File: src/rtl/graphics_pkg.sv
// rtl/graphics_pkg.sv - shared graphics types: grid object codes, player states/directions, pixel type
package graphics_pkg;

    // RGB444 pixel.
    typedef logic [11:0] pixel_t;

    // Tile object codes held in the object grid; 11..15 are unassigned.
    typedef enum logic [3:0] {
        G_EMPTY         = 4'd0,
        G_COUNTER       = 4'd1,
        G_ONION_WHOLE   = 4'd2,
        G_ONION_CHOPPED = 4'd3,
        G_POT_EMPTY     = 4'd4,
        G_POT_RAW       = 4'd5,
        G_POT_COOKED    = 4'd6,
        G_PLATE         = 4'd7,
        G_SOUP          = 4'd8,
        G_STOVE         = 4'd9,
        G_EXTINGUISHER  = 4'd10
    } grid_obj_t;

    typedef enum logic [1:0] {
        P_IDLE  = 2'd0,
        P_WALK  = 2'd1,
        P_CARRY = 2'd2,
        P_CHOP  = 2'd3
    } player_state_t;

    typedef enum logic [1:0] {
        P_UP    = 2'd0,
        P_DOWN  = 2'd1,
        P_LEFT  = 2'd2,
        P_RIGHT = 2'd3
    } player_dir_t;

endpackage

File: src/rtl/grid_renderer_if.sv
// rtl/grid_renderer_if.sv - video timing in/out bundle between XVGA timing, renderer and VGA output
// Ports (master drives the timing side, slave is the renderer):
//   hcount[10:0], vcount[9:0], hsync, vsync, blank, player_pixel  -> renderer
//   hsync_out, vsync_out, blank_out, pixel_out                    <- renderer
interface grid_renderer_if;
    import graphics_pkg::*;

    logic [10:0] hcount;
    logic [9:0]  vcount;
    logic        hsync;
    logic        vsync;
    logic        blank;
    pixel_t      player_pixel;
    logic        hsync_out;
    logic        vsync_out;
    logic        blank_out;
    pixel_t      pixel_out;

    modport master (
        output hcount, vcount, hsync, vsync, blank, player_pixel,
        input  hsync_out, vsync_out, blank_out, pixel_out
    );

    modport slave (
        input  hcount, vcount, hsync, vsync, blank, player_pixel,
        output hsync_out, vsync_out, blank_out, pixel_out
    );

endinterface

File: src/rtl/tile_sprite_rom.sv
// rtl/tile_sprite_rom.sv - tile sprite ROM, synchronous read with one cycle of latency
// Ports: clock, reset (async, active-high), addr = {code, local_y, local_x}, data (registered RGB444)
module tile_sprite_rom
    import graphics_pkg::*;
#(
    parameter int     OBJ_W       = 4,
    parameter int     LOG2_TS     = 5,
    parameter pixel_t TRANSPARENT = 12'hF0F,
    parameter int     AW          = OBJ_W + 2 * LOG2_TS
) (
    input  logic          clock,
    input  logic          reset,
    input  logic [AW-1:0] addr,
    output pixel_t        data
);

    logic [OBJ_W-1:0]   code;
    logic [LOG2_TS-1:0] lx;
    logic [LOG2_TS-1:0] ly;
    logic [7:0]         pat;
    pixel_t             data_d;
    pixel_t             data_q;

    // Sprite art is generated from the address: the top-left 8x8 corner is
    // keyed out, the rest carries the object code in the red nibble and a
    // position gradient in green/blue.
    always_comb begin
        {code, ly, lx} = addr;
        pat            = 8'(ly) << 3;
        pat            = pat + 8'(lx);
        if ((lx < LOG2_TS'(8)) && (ly < LOG2_TS'(8))) begin
            data_d = TRANSPARENT;
        end else begin
            data_d = {4'(code), pat};
        end
    end

    always_ff @(posedge clock or posedge reset) begin
        if (reset) begin
            data_q <= '0;
        end else begin
            data_q <= data_d;
        end
    end

    assign data = data_q;

endmodule

File: src/rtl/grid_renderer.sv
// rtl/grid_renderer.sv - 3-stage kitchen tile-grid renderer with frame-shadowed grids and progress bars
// Ports: clock, reset (async, active-high), vid (grid_renderer_if.slave: timing/player in, pixel/syncs out),
//        object_grid / time_grid [GRID_ROWS][GRID_COLS][OBJ_W] live per-tile object codes and timers
module grid_renderer
    import graphics_pkg::*;
#(
    parameter int     GRID_COLS   = 13,
    parameter int     GRID_ROWS   = 8,
    parameter int     TILE_SIZE   = 32,
    parameter int     ORIGIN_X    = 112,
    parameter int     ORIGIN_Y    = 112,
    parameter int     OBJ_W       = 4,
    parameter int     BAR_H       = 4,
    parameter pixel_t TRANSPARENT = 12'hF0F,
    parameter pixel_t FLOOR_COLOR = 12'h864,
    parameter pixel_t BAR_COLOR   = 12'h0F0,
    parameter pixel_t BAR_BG      = 12'h222
) (
    input  logic                                         clock,
    input  logic                                         reset,
    grid_renderer_if.slave                               vid,
    input  logic [GRID_ROWS-1:0][GRID_COLS-1:0][OBJ_W-1:0] object_grid,
    input  logic [GRID_ROWS-1:0][GRID_COLS-1:0][OBJ_W-1:0] time_grid
);

    localparam int LOG2_TS = $clog2(TILE_SIZE);
    localparam int COL_W   = $clog2(GRID_COLS);
    localparam int ROW_W   = $clog2(GRID_ROWS);
    localparam int FW      = LOG2_TS + 1;
    localparam logic [10:0] X_LO = 11'(ORIGIN_X);
    localparam logic [10:0] X_HI = 11'(ORIGIN_X + GRID_COLS * TILE_SIZE);
    localparam logic [9:0]  Y_LO = 10'(ORIGIN_Y);
    localparam logic [9:0]  Y_HI = 10'(ORIGIN_Y + GRID_ROWS * TILE_SIZE);
    localparam logic [LOG2_TS-1:0] BAR_Y = LOG2_TS'(TILE_SIZE - BAR_H);

    typedef logic [GRID_ROWS-1:0][GRID_COLS-1:0][OBJ_W-1:0] grid_t;

    // Frame latch
    logic  vs_prev_d, vs_prev_q;
    grid_t shadow_obj_d, shadow_obj_q;
    grid_t shadow_time_d, shadow_time_q;

    // S1: tile map and shadow read
    logic               in_grid1_d, in_grid1_q;
    logic [LOG2_TS-1:0] lx1_d, lx1_q, ly1_d, ly1_q;
    logic [OBJ_W-1:0]   code1_d, code1_q, t1_d, t1_q;
    pixel_t             pp1_d, pp1_q;
    logic               hs1_d, hs1_q, vs1_d, vs1_q, bl1_d, bl1_q;

    // S2: bar decision, aligned with ROM data
    logic   in_grid2_d, in_grid2_q, sprite2_d, sprite2_q;
    logic   bar2_d, bar2_q, fill2_d, fill2_q;
    pixel_t pp2_d, pp2_q;
    logic   hs2_d, hs2_q, vs2_d, vs2_q, bl2_d, bl2_q;

    // Output register
    pixel_t pix_d, pix_q;
    logic   hs3_d, hs3_q, vs3_d, vs3_q, bl3_d, bl3_q;

    logic [10:0]       off_x;
    logic [9:0]        off_y;
    logic [COL_W-1:0]  col;
    logic [ROW_W-1:0]  row;
    logic              in_grid;
    logic              is_pot;
    logic [FW-1:0]     fill_lim;
    pixel_t            rom_data;

    tile_sprite_rom #(
        .OBJ_W       (OBJ_W),
        .LOG2_TS     (LOG2_TS),
        .TRANSPARENT (TRANSPARENT)
    ) u_rom (
        .clock (clock),
        .reset (reset),
        .addr  ({code1_q, ly1_q, lx1_q}),
        .data  (rom_data)
    );

    always_comb begin
        // Shadows only change on a vsync falling edge, so a frame never tears.
        vs_prev_d     = vid.vsync;
        shadow_obj_d  = shadow_obj_q;
        shadow_time_d = shadow_time_q;
        if (vs_prev_q && !vid.vsync) begin
            shadow_obj_d  = object_grid;
            shadow_time_d = time_grid;
        end

        // Raw hcount/vcount are range-checked first, so the offsets below are
        // only meaningful (and only used for indexing) inside the grid.
        in_grid = (vid.hcount >= X_LO) && (vid.hcount < X_HI) &&
                  (vid.vcount >= Y_LO) && (vid.vcount < Y_HI);
        off_x   = vid.hcount - X_LO;
        off_y   = vid.vcount - Y_LO;
        col     = in_grid ? COL_W'(off_x >> LOG2_TS) : '0;
        row     = in_grid ? ROW_W'(off_y >> LOG2_TS) : '0;

        in_grid1_d = in_grid;
        lx1_d      = LOG2_TS'(off_x);
        ly1_d      = LOG2_TS'(off_y);
        code1_d    = in_grid ? shadow_obj_q[row][col]  : '0;
        t1_d       = in_grid ? shadow_time_q[row][col] : '0;
        pp1_d      = vid.player_pixel;
        hs1_d      = vid.hsync;
        vs1_d      = vid.vsync;
        bl1_d      = vid.blank;

        // Timer t fills t sixteenths of the tile width.
        is_pot     = (code1_q == OBJ_W'(G_POT_RAW)) || (code1_q == OBJ_W'(G_POT_COOKED));
        fill_lim   = FW'(t1_q) << (LOG2_TS - 4);
        in_grid2_d = in_grid1_q;
        sprite2_d  = in_grid1_q && (code1_q != OBJ_W'(G_EMPTY)) &&
                     (code1_q <= OBJ_W'(G_EXTINGUISHER));
        bar2_d     = in_grid1_q && is_pot && (t1_q != '0) && (ly1_q >= BAR_Y);
        fill2_d    = {1'b0, lx1_q} < fill_lim;
        pp2_d      = pp1_q;
        hs2_d      = hs1_q;
        vs2_d      = vs1_q;
        bl2_d      = bl1_q;

        if (bl2_q) begin
            pix_d = '0;
        end else if (pp2_q != '0) begin
            pix_d = pp2_q;
        end else if (bar2_q) begin
            pix_d = fill2_q ? BAR_COLOR : BAR_BG;
        end else if (sprite2_q && (rom_data != TRANSPARENT)) begin
            pix_d = rom_data;
        end else if (in_grid2_q) begin
            pix_d = FLOOR_COLOR;
        end else begin
            pix_d = '0;
        end
        hs3_d = hs2_q;
        vs3_d = vs2_q;
        bl3_d = bl2_q;
    end

    // Sync and blank stages reset to their idle level so nothing glitches
    // out of the pipeline right after reset is released.
    always_ff @(posedge clock or posedge reset) begin
        if (reset) begin
            vs_prev_q     <= 1'b1;
            shadow_obj_q  <= '0;
            shadow_time_q <= '0;
            in_grid1_q    <= 1'b0;
            lx1_q         <= '0;
            ly1_q         <= '0;
            code1_q       <= '0;
            t1_q          <= '0;
            pp1_q         <= '0;
            hs1_q         <= 1'b1;
            vs1_q         <= 1'b1;
            bl1_q         <= 1'b1;
            in_grid2_q    <= 1'b0;
            sprite2_q     <= 1'b0;
            bar2_q        <= 1'b0;
            fill2_q       <= 1'b0;
            pp2_q         <= '0;
            hs2_q         <= 1'b1;
            vs2_q         <= 1'b1;
            bl2_q         <= 1'b1;
            pix_q         <= '0;
            hs3_q         <= 1'b1;
            vs3_q         <= 1'b1;
            bl3_q         <= 1'b1;
        end else begin
            vs_prev_q     <= vs_prev_d;
            shadow_obj_q  <= shadow_obj_d;
            shadow_time_q <= shadow_time_d;
            in_grid1_q    <= in_grid1_d;
            lx1_q         <= lx1_d;
            ly1_q         <= ly1_d;
            code1_q       <= code1_d;
            t1_q          <= t1_d;
            pp1_q         <= pp1_d;
            hs1_q         <= hs1_d;
            vs1_q         <= vs1_d;
            bl1_q         <= bl1_d;
            in_grid2_q    <= in_grid2_d;
            sprite2_q     <= sprite2_d;
            bar2_q        <= bar2_d;
            fill2_q       <= fill2_d;
            pp2_q         <= pp2_d;
            hs2_q         <= hs2_d;
            vs2_q         <= vs2_d;
            bl2_q         <= bl2_d;
            pix_q         <= pix_d;
            hs3_q         <= hs3_d;
            vs3_q         <= vs3_d;
            bl3_q         <= bl3_d;
        end
    end

    assign vid.pixel_out = pix_q;
    assign vid.hsync_out = hs3_q;
    assign vid.vsync_out = vs3_q;
    assign vid.blank_out = bl3_q;

endmodule
File: src/flat_wrapper.sv
// flat-port wrapper written by rule: the top's interface ports become plain ports
module grid_renderer_flat import graphics_pkg::*;
#(
    parameter int     GRID_COLS   = 13,
    parameter int     GRID_ROWS   = 8,
    parameter int     TILE_SIZE   = 32,
    parameter int     ORIGIN_X    = 112,
    parameter int     ORIGIN_Y    = 112,
    parameter int     OBJ_W       = 4,
    parameter int     BAR_H       = 4,
    parameter pixel_t TRANSPARENT = 12'hF0F,
    parameter pixel_t FLOOR_COLOR = 12'h864,
    parameter pixel_t BAR_COLOR   = 12'h0F0,
    parameter pixel_t BAR_BG      = 12'h222
)
  (clock, reset, object_grid, time_grid, vid_hcount, vid_vcount, vid_hsync, vid_vsync, vid_blank, vid_player_pixel, vid_hsync_out, vid_vsync_out, vid_blank_out, vid_pixel_out);
  grid_renderer_if vid_i ();
  input  logic clock;
  input  logic reset;
  input  logic [GRID_ROWS-1:0][GRID_COLS-1:0][OBJ_W-1:0] object_grid;
  input  logic [GRID_ROWS-1:0][GRID_COLS-1:0][OBJ_W-1:0] time_grid;
  input wire logic [$bits(vid_i.hcount)-1:0] vid_hcount;
  input wire logic [$bits(vid_i.vcount)-1:0] vid_vcount;
  input wire logic [$bits(vid_i.hsync)-1:0] vid_hsync;
  input wire logic [$bits(vid_i.vsync)-1:0] vid_vsync;
  input wire logic [$bits(vid_i.blank)-1:0] vid_blank;
  input wire logic [$bits(vid_i.player_pixel)-1:0] vid_player_pixel;
  output wire logic [$bits(vid_i.hsync_out)-1:0] vid_hsync_out;
  output wire logic [$bits(vid_i.vsync_out)-1:0] vid_vsync_out;
  output wire logic [$bits(vid_i.blank_out)-1:0] vid_blank_out;
  output wire logic [$bits(vid_i.pixel_out)-1:0] vid_pixel_out;
  assign vid_i.hcount = vid_hcount;
  assign vid_i.vcount = vid_vcount;
  assign vid_i.hsync = vid_hsync;
  assign vid_i.vsync = vid_vsync;
  assign vid_i.blank = vid_blank;
  assign vid_i.player_pixel = vid_player_pixel;
  assign vid_hsync_out = vid_i.hsync_out;
  assign vid_vsync_out = vid_i.vsync_out;
  assign vid_blank_out = vid_i.blank_out;
  assign vid_pixel_out = vid_i.pixel_out;
  grid_renderer #(.GRID_COLS(GRID_COLS), .GRID_ROWS(GRID_ROWS), .TILE_SIZE(TILE_SIZE), .ORIGIN_X(ORIGIN_X), .ORIGIN_Y(ORIGIN_Y), .OBJ_W(OBJ_W), .BAR_H(BAR_H), .TRANSPARENT(TRANSPARENT), .FLOOR_COLOR(FLOOR_COLOR), .BAR_COLOR(BAR_COLOR), .BAR_BG(BAR_BG)) u_core (.clock(clock), .reset(reset), .vid(vid_i), .object_grid(object_grid), .time_grid(time_grid));
endmodule
File: config.mk
export PLATFORM = sky130hd
export DESIGN_NAME = grid_renderer_flat
export DESIGN_NICKNAME = d
export VERILOG_FILES = /design/src/rtl/graphics_pkg.sv /design/src/rtl/grid_renderer_if.sv /design/src/rtl/tile_sprite_rom.sv /design/src/rtl/grid_renderer.sv /design/src/flat_wrapper.sv
export SDC_FILE = /design/constraint.sdc
export NUM_CORES = 2
export LEC_CHECK = 0
export CORE_AREA = 2 2 349 351
export CTS_CLUSTER_DIAMETER = 200
export CTS_CLUSTER_SIZE = 12
export DETAILED_ROUTE_END_ITERATION = 6
export DIE_AREA = 0 0 351 353
export SLEW_MARGIN = 20
export SYNTH_ARGS = -nofsm -noshare
export SYNTH_HDL_FRONTEND = slang
export SYNTH_SLANG_ARGS = --single-unit
File: constraint.sdc
create_clock -name clock -period 30.6 [get_ports clock]
set_input_delay 6.12 -clock clock [delete_from_list [all_inputs] [get_ports clock]]
set_output_delay 6.12 -clock clock [all_outputs]
set_load 0.01 [all_outputs]
=== After elaboration in Yosys (flattened, before gate mapping) ===
Index checks and enable logic that the tools add are counted.
Widths: inputs -> output; s select.

* Register bits: 912
* Bits of input ports: 870
* Output and inout port bits: 15
* Word-level logic and storage cells: 282

* $add $sub $neg: 3
* Magnitude comparators: 11
* Equal/unequal tests: 3
* Muxes and demuxes: 19
* Reductions and logical operators: 16

{| class="wikitable"
|+ Operators by type and width
! operator !! number
|-
| $bmux 52 s3 || 2
|-
| $mux 52 || 2
|-
| $mux 12 || 6
|-
| $bmux 4 s4 || 2
|-
| $mux 4 || 5
|-
| $ne 12x12->1 const B || 1
|-
| $reduce_bool 12->1 || 1
|-
| $ge 11x7->1 const B || 1
|-
| $logic_and 1x1->1 || 11
|-
| $lt 11x10->1 const B || 1
|-
| $ge 10x7->1 const B || 1
|-
| $lt 10x9->1 const B || 1
|-
| $lt 5x4->1 const B || 2
|-
| $mux 10 || 1
|-
| $sub 9x7->9 const B || 1
|-
| $add 8x5->8 || 1
|-
| $eq 4x3->1 const B || 2
|-
| $reduce_bool 4->1 || 2
|-
| $sub 8x7->8 const B || 1
|-
| $ge 5x5->1 const B || 1
|-
| $lt 4x5->1 const B || 1
|-
| $lt 5x5->1 || 1
|-
| $le 4x4->1 const B || 1
|-
| $lt 3x4->1 const B || 1
|-
| 3 further kinds || 3
|}

=== Depth between registers and ports, before layout ===
* Depth in word-level cells: 10
* Gate-level depth with buffers: 14
* Depth with buffers taken out: 11

=== By module ===
Synthesis repeated with hierarchy kept, for this count alone.

* Cells, all modules: 3270
* Area, all modules: 41304.6 um^2

{| class="wikitable"
|+ By module, submodules not included
! module !! times used !! cells an instance !! area each (um^2) !! seq. area each (um^2)
|-
| grid_renderer || 1 || 3232 || 40817.9 || 22532.9
|-
| tile_sprite_rom || 1 || 38 || 486.7 || 300.3
|}

=== Least setup slack after synthesis ===
OpenSTA, ideal clock, no wires.

* Kind: input to register
* From: input port vid_vcount[4]
* To: register u_core.code1_q[3]
* Library setup time: 0.148 ns
* Arrival: 8.543 ns
* Required time: 30.452 ns
* Path slack: 21.909 ns
* Cell stages on the path: 10
* Buffers on the path: 1
* Path through: ha_1 -> or4b_1 -> a31oi_4 -> nand2_2 -> buf_2 -> o211ai_1 -> o32ai_1 -> or4_1 -> a2111oi_2 -> a2111oi_2

* Longest elaborated chain between the ends: 9
* Elaborated cells on any way between the ends: 12
* Classes of those cells: add/sub: 1; order compare: 2; mux: 7; reduce/logical: 2

{| class="wikitable"
|+ Ends and longest elaborated chain
! what !! line !! source
|-
| from (decl) || flat_wrapper.sv:23 || <nowiki>input wire logic [$bits(vid_i.vcount)-1:0] vid_vcount;</nowiki>
|-
| $ge 10x7->1 || grid_renderer.sv:93 || <nowiki>(vid.vcount >= Y_LO) && (vid.vcount < Y_HI);</nowiki>
|-
| $logic_and 1x1->1 || grid_renderer.sv:92 || <nowiki>in_grid = (vid.hcount >= X_LO) && (vid.hcount < X_HI) &&</nowiki>
|-
| $logic_and 1x1->1 || grid_renderer.sv:93 ||
|-
| $mux 3 || grid_renderer.sv:97 || <nowiki>row = in_grid ? ROW_W'(off_y >> LOG2_TS) : '0;</nowiki>
|-
| $bmux 52 s3 || grid_renderer.sv:102 || <nowiki>code1_d = in_grid ? shadow_obj_q[row][col] : '0;</nowiki>
|-
| $mux 52 (implied by the code) || grid_renderer.sv:102 ||
|-
| $bmux 4 s4 || grid_renderer.sv:102 ||
|-
| $mux 4 (implied by the code) || grid_renderer.sv:102 ||
|-
| $mux 4 (*) || grid_renderer.sv:102 ||
|-
| named net u_core.code1_d[3] || grid_renderer.sv:46 || <nowiki>logic [OBJ_W-1:0] code1_d, code1_q, t1_d, t1_q;</nowiki>
|-
| to (signal assigned) || grid_renderer.sv:175 || <nowiki>code1_q <= code1_d;</nowiki>
|-
| to (decl) || grid_renderer.sv:46 ||
|}

Mark *: on every way through the listed nets, which the timed path passes. The rest lies on a longest branch. The select of a mux whose other input is x is not followed.
A chain may end at the register's enable or synchronous reset.

=== Worst setup path in the final report ===
* From: input port vid_vsync
* To: register u_core.shadow_obj_q[386] (netlist name)

* Longest elaborated chain between the ends: 2

{| class="wikitable"
|+ Ends and longest elaborated chain
! what !! line !! source
|-
| from (decl) || flat_wrapper.sv:25 || <nowiki>input wire logic [$bits(vid_i.vsync)-1:0] vid_vsync;</nowiki>
|-
| $logic_not 1->1 || grid_renderer.sv:85 || <nowiki>if (vs_prev_q && !vid.vsync) begin</nowiki>
|-
| $logic_and 1x1->1 || grid_renderer.sv:85 ||
|-
| to (signal assigned) || grid_renderer.sv:170 || <nowiki>shadow_obj_q <= shadow_obj_d;</nowiki>
|-
| to (decl) || grid_renderer.sv:40 || <nowiki>grid_t shadow_obj_d, shadow_obj_q;</nowiki>
|}

Every way passes these cells.

==> metrics.cfg <==
[status]
outcome = finished, final reports clean

[final_layout]
fillers = 11337
syn_to_final_growth_pct = 32.38
drive_gt1_share_pct = 26.65
nNetsFinal = 4958
finish.utilization_pct = 44.76

[clock_tree]
cts_resized = 0
cts.clk_slew.worst_paths_ps = 60
postCtsSetupBuffers = 0
cts_hold_buf = 0
insertion_delay_ps = 690
cts_buffer_depth = 3
cts-root-buf = clkbuf_16
cts_tree = yes
htreeDepth = 3
clock_sinks = 912
cts_inserted_buffers = 85

[worst_setup_path]
critical_path_class = input port to register
start_kind = input port
arrival_ps = 12620
path_max_fanout = 84
cp_data_required_time_ps = 31140
cp-end-kind = register

[global_routing]
grt_max_degree = 160
grt_pass1_vias = 32734
overflow = 0
antenna_found_initial = 99
grt_pass1_wl_mm = 250.1
track_usage_pct = 28.71

[sta]
slew_headroom_pct = 23.80
holdWs_ps = 348.2
grt_setup_unrepaired = no
hold_viol_final = 0
max_freq_ghz = 0.08275
period_share_pct = 39.49
final.min_clock_period_ps = 12080
finalSetupTns_ps = 0
max_slew.worst_pin.slew_ps = 1139
slew_viol_final = 0
setup_viol = 0
fin_skew_ps = 30.99

[logic_synthesis]
synth_area_leader_cell = dfrtp_1
synth_nets = 4143
synth.top_cell.area_share_pct = 55.41
ys.flop_type = dfrtp_1
synthTopCellsByArea = dfrtp_1 (55%), mux2_2 (24%), nand2_1 (3.1%)
synth_edf_count = 0
netlist_area_um2 = 40780
yosysSeqAreaShare_pct = 55.99
synth.avg_cell_area_um2 = 12.49
ys_ff_latch = 912
synth_common_cells = dfrtp_1 (903), mux2_2 (855), nand2_1 (340)
synthArstFlopShare_pct = 100.0
synthCells = 3265
synth_cell_type_count = 85
synth-warning-count = 0
synth.most_common_cell = dfrtp_1

[routing]
viasPerCell = 5.498
vias = 31743
drt_iter0_drc = 2347
ant_nets = 0
wirelength_mm = 181.6
wl_per_cell_um = 31.46
drc = 0
drtPass1Iterations = 6

[power_and_ir_drop]
p_leak_uw = 0.02150
power-per-cell-area_nw_per_um2 = 55.36
p_total_uw = 2988
ir_drop_uv = 39.64

[floorplanning]
core_area_um2 = 120600
die_w_um = 351
dieArea_um2 = 123900
die_y_um = 353
io_pins = 885
rows = 128
start_util_pct = 33.82

[placed_design]
portBuffers = 884
gp_congestion = 0.9157
dp_hpwl_mm = 130.3

[run]
max_cap_viol_count = 0

[min_path]
hold_path_class = register to register

==> path summary, 6_finish.rpt <==
| path | from | endpoint | slack, ps | cells after the start |
|---|---|---|---|---|
| setup / recovery | vid_vsync | u_core.shadow_obj_q[386] | 18520 | 8 |
| hold / removal | u_core.pp1_q[7] | u_core.pp2_q[7] | 350 | 0 |
| setup reg to reg | u_core.vs_prev_q | u_core.shadow_obj_q[386] | 23920 | 7 |
| hold reg to reg | u_core.pp1_q[7] | u_core.pp2_q[7] | 350 | 0 |
| max in group asynchronous | reset | u_core.shadow_time_q[296] | 21090 | 6 |
| min in group asynchronous | reset | u_core.shadow_obj_q[196] | 5800 | 2 |
==> where the power goes <==
group	internal, uW	switching [uW]
registers	1370	101
logic	292	232
clock network	510	478
total	2180	811
==> placed cells by master (no fill, tap or decap), types with 7 or more instances in the layout <==
cell,count
mux2_2,855
dfrtp_1,903
mux2i_1,47
a32oi_1,13
nand4_1,25
nor2_1,93
dfstp_2,9
nor2_4,7
a211oi_1,38
o21ai_0,56
nor4_1,27
nand3_1,77
clkdlybuf4s50_1,884
o211ai_1,8
o221ai_1,52
a21oi_1,84
nand2_1,338
or2_2,8
a2111oi_0,8
buf_4,65
clkbuf_16,87
nor2b_1,14
o22ai_1,56
and3_1,28
inv_1,13
clkbuf_1,17
a31oi_1,71
diode_2,48
a221oi_1,10
nor3_1,35
a21o_1,7
==> through the flow <==
stage          std cells  setup slack (ps)  cell area, um2
6_report            5774             18520           53980
5_1_grt             5758             18260           53940
4_1_cts             5726             18660           53860
3_5_place_dp        5618             17950           51570
3_3_place_gp        5618             17980           51570
2_1_floorplan       3265             11940           40780
==> layout make-up <==
type                       count  area (um2)  area share, %
multi-input combinational   2112       17210          31.88
tap                         1625        2033          3.766
clock buffer                 104        2241          4.151
sequential                   912       22830          42.30
inverter                      15       60.06         0.1113
antenna                       48       120.1         0.2225
timing repair buffer         954        9437          17.48
clock inverter                 4       50.05        0.09271
==> flip-flops by register name (all words and copies together), names as in the netlist, 4 cells and up <==
name,flops
u_core.code1_q,4
u_core.lx1_q,5
u_core.ly1_q,5
u_core.pp1_q,12
u_core.pp2_q,12
u_core.shadow_obj_q,416
u_core.shadow_time_q,416
u_core.t1_q,4
u_core.u_rom.data,12
u_core.vid.pixel_out,12
==> per-layer routing <==
layer  wire length (um)  GRT usage [%]  vias up
met5                507              0        -
met4               6556          10.58       78
met3              15230          8.033      349
met2              85680          46.48     1272
met1              73650          36.49    16464
li1                   -              -    13580
==> critical path, cell delays in order <==
cell,delay (ps)
clkdlybuf4s50_1,470
nor2b_4,810
buf_4,910
buf_4,790
buf_4,920
buf_4,890
buf_4,970
mux2_2,420
==> cell families (layout without fill, tap and decap cells) <==
kind of cell	Yosys count	count (layout)	synth area share, %
AND/OR/NAND/NOR	705	705	7.953
other	0	48	0
AO/OA/AOI/OAI	480	480	8.164
adder cells (fa/ha/maj)	8	8	0.2639
multiplexers	903	903	24.82
buffers and inverters	241	1077	2.430
flip-flops	912	912	55.99
XOR/XNOR	16	16	0.3805
No activity file was read; power rests on OpenSTA's default activity.
